## config.mk

```make
export PLATFORM = sky130hd
export DESIGN_NAME = controlador_jugadas
export DESIGN_NICKNAME = d
export VERILOG_FILES = /design/src/rtl/controlador_jugadas.sv
export SDC_FILE = /design/constraint.sdc
export NUM_CORES = 1
export LEC_CHECK = 0
export CELL_PAD_IN_SITES_DETAIL_PLACEMENT = 1
export CELL_PAD_IN_SITES_GLOBAL_PLACEMENT = 1
export CORE_MARGIN = 5
export CORE_UTILIZATION = 38
export DETAILED_ROUTE_END_ITERATION = 12
export PLACE_DENSITY = 0.86
export SLEW_MARGIN = 20
export SYNTH_ARGS = -nofsm -noshare
export SYNTH_HDL_FRONTEND = slang
export SYNTH_SLANG_ARGS = --single-unit
```

## constraint.sdc

```tcl
create_clock -name clk -period 2 [get_ports clk]
set_input_delay 0.2 -clock clk [delete_from_list [all_inputs] [get_ports clk]]
set_output_delay 0.2 -clock clk [all_outputs]
set_load 0.1 [all_outputs]
```

## src/rtl/controlador_jugadas.sv

```systemverilog
// Tic-tac-toe move controller: owns the 3x3 board, validates presses, alternates turns,
// auto-plays the lowest empty cell on idle timeout and freezes once the game is decided.
module controlador_jugadas #(
  parameter int TIMEOUT_CYCLES = 500_000_000
) (
  input  logic            clk,
  input  logic            rst,
  input  logic [3:0]      celda,
  input  logic            confirmar,
  input  logic            win,
  output logic [8:0][1:0] matrizDeJuego,
  output logic            turno,
  output logic [3:0]      jugadas,
  output logic            jugada_invalida,
  output logic            timeout_evt,
  output logic            empate,
  output logic            fin_juego
);

  localparam int TW = (TIMEOUT_CYCLES > 1) ? $clog2(TIMEOUT_CYCLES) : 1;
  localparam logic [TW-1:0] T_LAST = TW'(TIMEOUT_CYCLES - 1);

  typedef enum logic [1:0] {PLAY, SETTLE, EVAL, FIN} state_t;

  state_t          state;
  logic [TW-1:0]   timer;
  logic            conf_q;
  logic            press;
  logic            celda_free;
  logic            timeout_hit;
  logic [3:0]      libre;
  logic [1:0]      marca;

  always_comb begin
    press       = confirmar & ~conf_q;
    timeout_hit = (timer == T_LAST);
    marca       = turno ? 2'b10 : 2'b01;
    celda_free  = 1'b0;
    for (int i = 0; i < 9; i++) begin
      if (celda == 4'(i) && matrizDeJuego[i] == 2'b00) celda_free = 1'b1;
    end
    // Descending scan so the lowest-index empty cell wins.
    libre = 4'd0;
    for (int i = 8; i >= 0; i--) begin
      if (matrizDeJuego[i] == 2'b00) libre = 4'(i);
    end
  end

  always_ff @(posedge clk) begin
    if (rst) begin
      state           <= PLAY;
      matrizDeJuego   <= '0;
      turno           <= 1'b0;
      jugadas         <= 4'd0;
      jugada_invalida <= 1'b0;
      timeout_evt     <= 1'b0;
      empate          <= 1'b0;
      fin_juego       <= 1'b0;
      timer           <= '0;
      conf_q          <= 1'b1;
    end else begin
      conf_q          <= confirmar;
      jugada_invalida <= 1'b0;
      timeout_evt     <= 1'b0;
      case (state)
        PLAY: begin
          if (win) begin
            state     <= FIN;
            fin_juego <= 1'b1;
          end else if (press && celda_free) begin
            matrizDeJuego[celda] <= marca;
            jugadas              <= jugadas + 4'd1;
            timer                <= '0;
            state                <= SETTLE;
          end else begin
            // An invalid press still pulses even if the timeout move fires in the same cycle.
            jugada_invalida <= press;
            if (timeout_hit) begin
              matrizDeJuego[libre] <= marca;
              timeout_evt          <= 1'b1;
              jugadas              <= jugadas + 4'd1;
              timer                <= '0;
              state                <= SETTLE;
            end else begin
              timer <= timer + 1'b1;
            end
          end
        end
        SETTLE: state <= EVAL;
        EVAL: begin
          if (win) begin
            state     <= FIN;
            fin_juego <= 1'b1;
          end else if (jugadas == 4'd9) begin
            state     <= FIN;
            fin_juego <= 1'b1;
            empate    <= 1'b1;
          end else begin
            turno <= ~turno;
            state <= PLAY;
          end
        end
        FIN:     state <= FIN;
        default: state <= FIN;
      endcase
    end
  end

endmodule
```

### Word-level counts from Yosys, hierarchy flattened

Cells that the tools add are included.

* register bits: 59
* input port bits: 8
* output and inout port bits: 27
* logic and storage cells: 119

* $add $sub $neg: 2
* order comparisons: 4
* equal/unequal tests: 16
* muxes and demuxes: 42
* bitwise logic cells: 6
* reductions and logical operators: 31

Operators by type and width (number)
* $mux W29: 2
* $mux W4: 11
* $bwmux W18: 2
* $mux W18: 2
* $add A29 B1 Y29 const B: 1
* $eq A29 B29 Y1 const B: 1
* $logic_not A2 Y1: 10
* $demux W2 S4: 2
* $eq A4 B3 Y1 const B: 4
* $mux W2: 8
* $mux W1: 13
* $logic_and A1 B1 Y1: 12
* $reduce_and A3 Y1: 4
* $lt A4 B5 Y1 const B: 2
* $eq A4 B2 Y1 const B: 2
* $eq A4 B4 Y1 const B: 2
* $ge A4 B1 Y1 const B: 2
* $pmux W2 S4: 1
* $not A1 Y1: 5
* $add A4 B1 Y4 const B: 1
* $eq A2 B2 Y1 const B: 2
* $eq A4 B1 Y1 const B: 1
* $logic_not A4 Y1: 1
* $ne A4 B4 Y1 const B: 1
* other kinds (8): 9

### Logic depth before layout (Yosys ltp)

* depth in word-level cells: 17
* mapped depth: 8
* gate-level depth less buffers: 7

### Worst setup path after synthesis

OpenSTA, ideal clock, no wires.

* path type: reg2reg
* from: register matrizDeJuego[7] (netlist bit)
* to: register matrizDeJuego[0] (netlist bit)
* library setup time: 0.122 ns
* arrival time: 2.430 ns
* required time: 1.878 ns
* path slack: -0.552 ns
* cell stages (with the launch flop): 7
* buffers on the path: 0
* period minus slack after synthesis: 2.552 ns
* cells stage by stage: dfxtp_1 > nor2_1 > nor4_1 > nor4b_1 > o211ai_1 > nand2b_1 > a311o_1

* longest elaborated chain between the ends: 12
* elaborated cells on any way between the ends: 23
* those cells by class: order compare (2); mux (15); reduce/logical (6)

Ends and longest elaborated chain
* start: declaration: RTL line 11 `output logic [8:0][1:0] matrizDeJuego,`
* start signal: indexed assignment: RTL line 71 `matrizDeJuego[celda] <= marca;`
* start signal: indexed assignment: RTL line 79 `matrizDeJuego[libre] <= marca;`
* $logic_not A2 Y1 *: RTL line 40, 45
* $mux W4 (4 in series): RTL line 45 `if (matrizDeJuego[i] == 2'b00) libre = 4'(i);`
* $lt A4 B5 Y1 (implied by the code) / $ge A4 B1 Y1 (equally long branches): RTL line 79
* $logic_and A1 B1 Y1 (implied by the code): RTL line 79
* $mux W2 (implied by the code): RTL line 79
* $demux W2 S4: RTL line 79
* $bwmux W18: RTL line 79
* $mux W18: RTL line 78 `if (timeout_hit) begin`
* $mux W18: RTL line 70 `end else if (press && celda_free) begin`

Every way passes the cells marked *; elsewhere a longest branch is shown, timed or not. The select of a mux whose other input is x is not followed.
A chain may end at the register's enable or synchronous reset.

### Final worst setup path

* from: input port celda[1]
* to: register matrizDeJuego[10] (netlist bit)

* longest elaborated chain between the ends: 14
* elaborated cells on any way between the ends: 37
* those cells by class: order compare (2); eq/ne (8); mux (13); reduce/logical (14)

Ends and longest elaborated chain
* start: declaration: RTL line 8 `input logic [3:0] celda,`
* $logic_not A4 Y1: RTL line 40 `if (celda == 4'(i) && matrizDeJuego[i] == 2'b00) celda_free = 1'b1;`
* $logic_and A1 B1 Y1: RTL line 40
* $mux W1 (9 in series): RTL line 40
* $logic_and A1 B1 Y1: RTL line 70
* $reduce_bool A2 Y1 (no source line)
* $reduce_and A3 Y1 (no source line)

Parallel ways exist; a longest one is shown, timed or not.

==> metrics.cfg <==
[synthesis]
dominantRegCellSynth = sky130_fd_sc_hd__dfxtp_1
ys_types = 49
mapped_avg_cell_area_um2 = 9.03
cell_area_after_technology_mapping_um2 = 2820
synth.net_count = 323
yosysWarnings = 0
postSynth.asyncResetShare_pct = 0
post_synth_edffs = 0
syn_inst = 312
postSynthRegisterBits = 59
yosysSeqAreaShare_pct = 41.9

[sta]
final_count_of_hold_timing_violations = 0
max_freq_ghz = 0.488
finalHoldWorstSlack_ns = 0.482
worstMarginPinSlew_ns = 0.539
layout_min_cycle_time_ns = 2.05
drv_slew = 0
final.period_utilization_pct = 102
skew_ns = 0.0123
timing.final.setup_violations = 10
timing.slew.headroom_pct = 63.6
rsz0062_at_grt = yes
post-route-worst-setup-slack_ns = -0.0489

[detailed_routing]
detail_route.wirelength.met1_um = 3910
drt_first_iter_violations = 174
wl_met2_um = 5420
top_signal_layer_used = met4
detail-route-antenna-nets = 0
vias = 2854
post-route-drc-count = 0
wl_per_cell_um = 20.1
detailroute.wirelength.met3_um = 428
dr.pass1.iters = 4
post_drt_via_cell_ratio = 5.65
wl_um = 10200

[critical_path]
rrSetupSlack_ns = 0.02
critPathRequiredTime_ns = 2.27
path_class = input port to flip-flop
crit_fanout = 9
worstPathArrival_ns = 2.32
cp-start-kind = input port
timing.critical_path.to_type = flip-flop
critical-path-slowest-cell = sky130_fd_sc_hd__or3_4
timing.critical_path.cells = clkdlybuf4s15_2 > nor4_2 > a22oi_1 > a31oi_2 > nor3_2 > or3_4 > o2bb2ai_2
delay_of_the_slowest_cell_on_the_worst_path_ns = 0.50
cp.buffers_inverters = 1
critical_path.top_delay_family = simple AND/OR/NAND/NOR gates

[pwr]
power.net_switching_w = 0.000667
power_switching_share_pct = 26.4
p_leak_nw = 1.61
clkPwrFrac_pct = 43.3
power.combinational.fraction_pct = 9.9
power.share.sequential_pct = 46.8
internal-power_w = 0.00186
peakVddDrop_mv = 0.465
cellPowerDensity_nw_per_um2 = 615
total_power_w = 0.00252

[run_status]
violated_checks = negative setup slack
status = finished with violations

[global_route]
grt_first_pass_wirelength_um = 14800
antenna_violations_before_repair = 0
grtUsageTotal_pct = 20.9
grt_pass1_vias = 3053
overflow = 0
grt_max_degree = 29

[final_layout]
fin_nets = 412
diodes = 0
layout_cell_share_with_drive_strength_beyond_1_pct = 44.1
top_library_cells_by_usage_in_the_layout_fill_and_taps_aside = sky130_fd_sc_hd__buf_4 (77), sky130_fd_sc_hd__nor2_1 (47), sky130_fd_sc_hd__dfxtp_1 (34)
mostFrequentLayoutCell = sky130_fd_sc_hd__buf_4
flow.area_growth_from_synthesis_pct = 45.6

[die]
boundaryPins = 35
die_height_um = 96.1
die_w_um = 96.1
floorplan.initialDensity_pct = 38.8
std_cell_rows = 31
coreArea_um2 = 7250
fp.dieArea_um2 = 9240

[run]
cap_violations = 0

[placed_design]
place_worst_setup_slack_ns = -0.659
port_buffers = 34
place_congestion = 0.907
post-dp-hpwl_um = 6250

[min_path]
holdCritPathClass = flip-flop to flip-flop

[clock_network]
tritoncts_num_sinks = 59
clock_latency_reported_for_the_late_side_of_the_worst_skew_pair_ns = 0.34
clock_transition_at_path_regs_ns = 0.07
cts_made_buffers = 9
tritoncts = yes
cts_root_buffer = sky130_fd_sc_hd__clkbuf_8
ctsHtreeMaxLevel = 3
cts-root-to-sink-buffers = 2

cell families after synthesis:
kind of cell	count (synthesis)	synth area share (%)
buf+inv	14	2.35
compound gates	43	12.3
fa+ha+maj	3	1.33
flops	59	41.9
xor+xnor	30	9.32
simple gates	155	29.9
mux	8	2.84
registers in the layout, indices dropped and copies added, names as in the netlist:
name and cells:
matrizDeJuego 18, conf_q 1, timeout_evt 1, turno 1, fin_juego 1, empate 1
state 2, jugada_invalida 1, timer 29, jugadas 4
per-layer routing:
| metal | global-route usage, % | vias to the layer above |
|---|---|---|
| met2 | 37.0 | 96 |
| met4 | 9.48 | 0 |
| li1 | - | 1307 |
| met3 | 5.63 | 39 |
| met5 | 0 | - |
| met1 | 23.1 | 1412 |
timing repair:
item / in CTS / in global routing
resized for setup: 23 / 46
pin swaps: 2 / 19
setup endpoints to repair: 54 / 34
buffers inserted: 1 / 0
hold buffers: 0 / 0
cell type report:
class	count	area (um2)
clock buffer	13	180
clock inverter	3	18.8
fill	838	3150
inverter	5	18.8
multi-input combinational	239	1810
sequential	59	1250
tap	99	124
timing repair buffer	87	698
stage by stage:
step	setup TNS, ns	util [%]	cell area [um2]	instances
3_3_place_gp	-22.71	50.3	3650	488
3_5_place_dp	-26.28	50.3	3650	488
5_1_grt	-0.325	56.5	4100	505
2_1_floorplan	0	-	2880	312
4_1_cts	0	54.0	3920	505
6_report	-0.277	56.5	4100	505
final timing paths:
check	to	start	cells after the start
setup / recovery	matrizDeJuego[10]	celda[1]	7
hold / removal	matrizDeJuego[16]	matrizDeJuego[16]	1
setup reg to reg	matrizDeJuego[10]	timer[25]	6
hold reg to reg	matrizDeJuego[16]	matrizDeJuego[16]	1
synth_stat cells (2+ instances only):
library cell,instances,area share (%)
sky130_fd_sc_hd__and4_1,5,1.6
sky130_fd_sc_hd__a211oi_1,3,0.80
sky130_fd_sc_hd__or2_2,2,0.44
sky130_fd_sc_hd__a22oi_1,4,1.1
sky130_fd_sc_hd__nand2b_1,2,0.44
sky130_fd_sc_hd__xnor2_1,7,2.2
sky130_fd_sc_hd__ha_1,3,1.3
sky130_fd_sc_hd__nor4b_1,7,2.2
sky130_fd_sc_hd__o21ai_0,2,0.36
sky130_fd_sc_hd__xor2_1,23,7.1
sky130_fd_sc_hd__a311o_1,2,0.71
sky130_fd_sc_hd__a21oi_1,7,1.2
sky130_fd_sc_hd__mux2i_1,8,2.8
sky130_fd_sc_hd__and3_1,5,1.1
sky130_fd_sc_hd__nand4_1,10,2.2
sky130_fd_sc_hd__o22ai_1,2,0.44
sky130_fd_sc_hd__inv_1,5,0.67
sky130_fd_sc_hd__nor2_1,57,7.6
sky130_fd_sc_hd__nand3_1,11,2.0
sky130_fd_sc_hd__or3_1,5,1.1
sky130_fd_sc_hd__dfxtp_1,59,42
sky130_fd_sc_hd__o2bb2ai_1,16,5.0
sky130_fd_sc_hd__buf_2,2,0.36
sky130_fd_sc_hd__nor3_1,9,1.6
sky130_fd_sc_hd__nand2_1,19,2.5
sky130_fd_sc_hd__and2_1,3,0.67
sky130_fd_sc_hd__clkbuf_1,5,0.67
sky130_fd_sc_hd__nor4_1,6,1.3
sky130_fd_sc_hd__nand3b_1,2,0.53
sky130_fd_sc_hd__and4bb_2,2,0.89
power by group through the flow:
stage / registers (W) / logic, W / clock network [W]
global placement: 0.00121 / 0.000208 / 0
CTS: 0.00118 / 0.000229 / 0.00110
finish: 0.00118 / 0.000249 / 0.00109
floorplan: 0.00124 / 0.0000850 / 0
detailed placement: 0.00121 / 0.000218 / 0
global route: 0.00118 / 0.000261 / 0.00118
No activity file was read; power rests on OpenSTA's default activity.
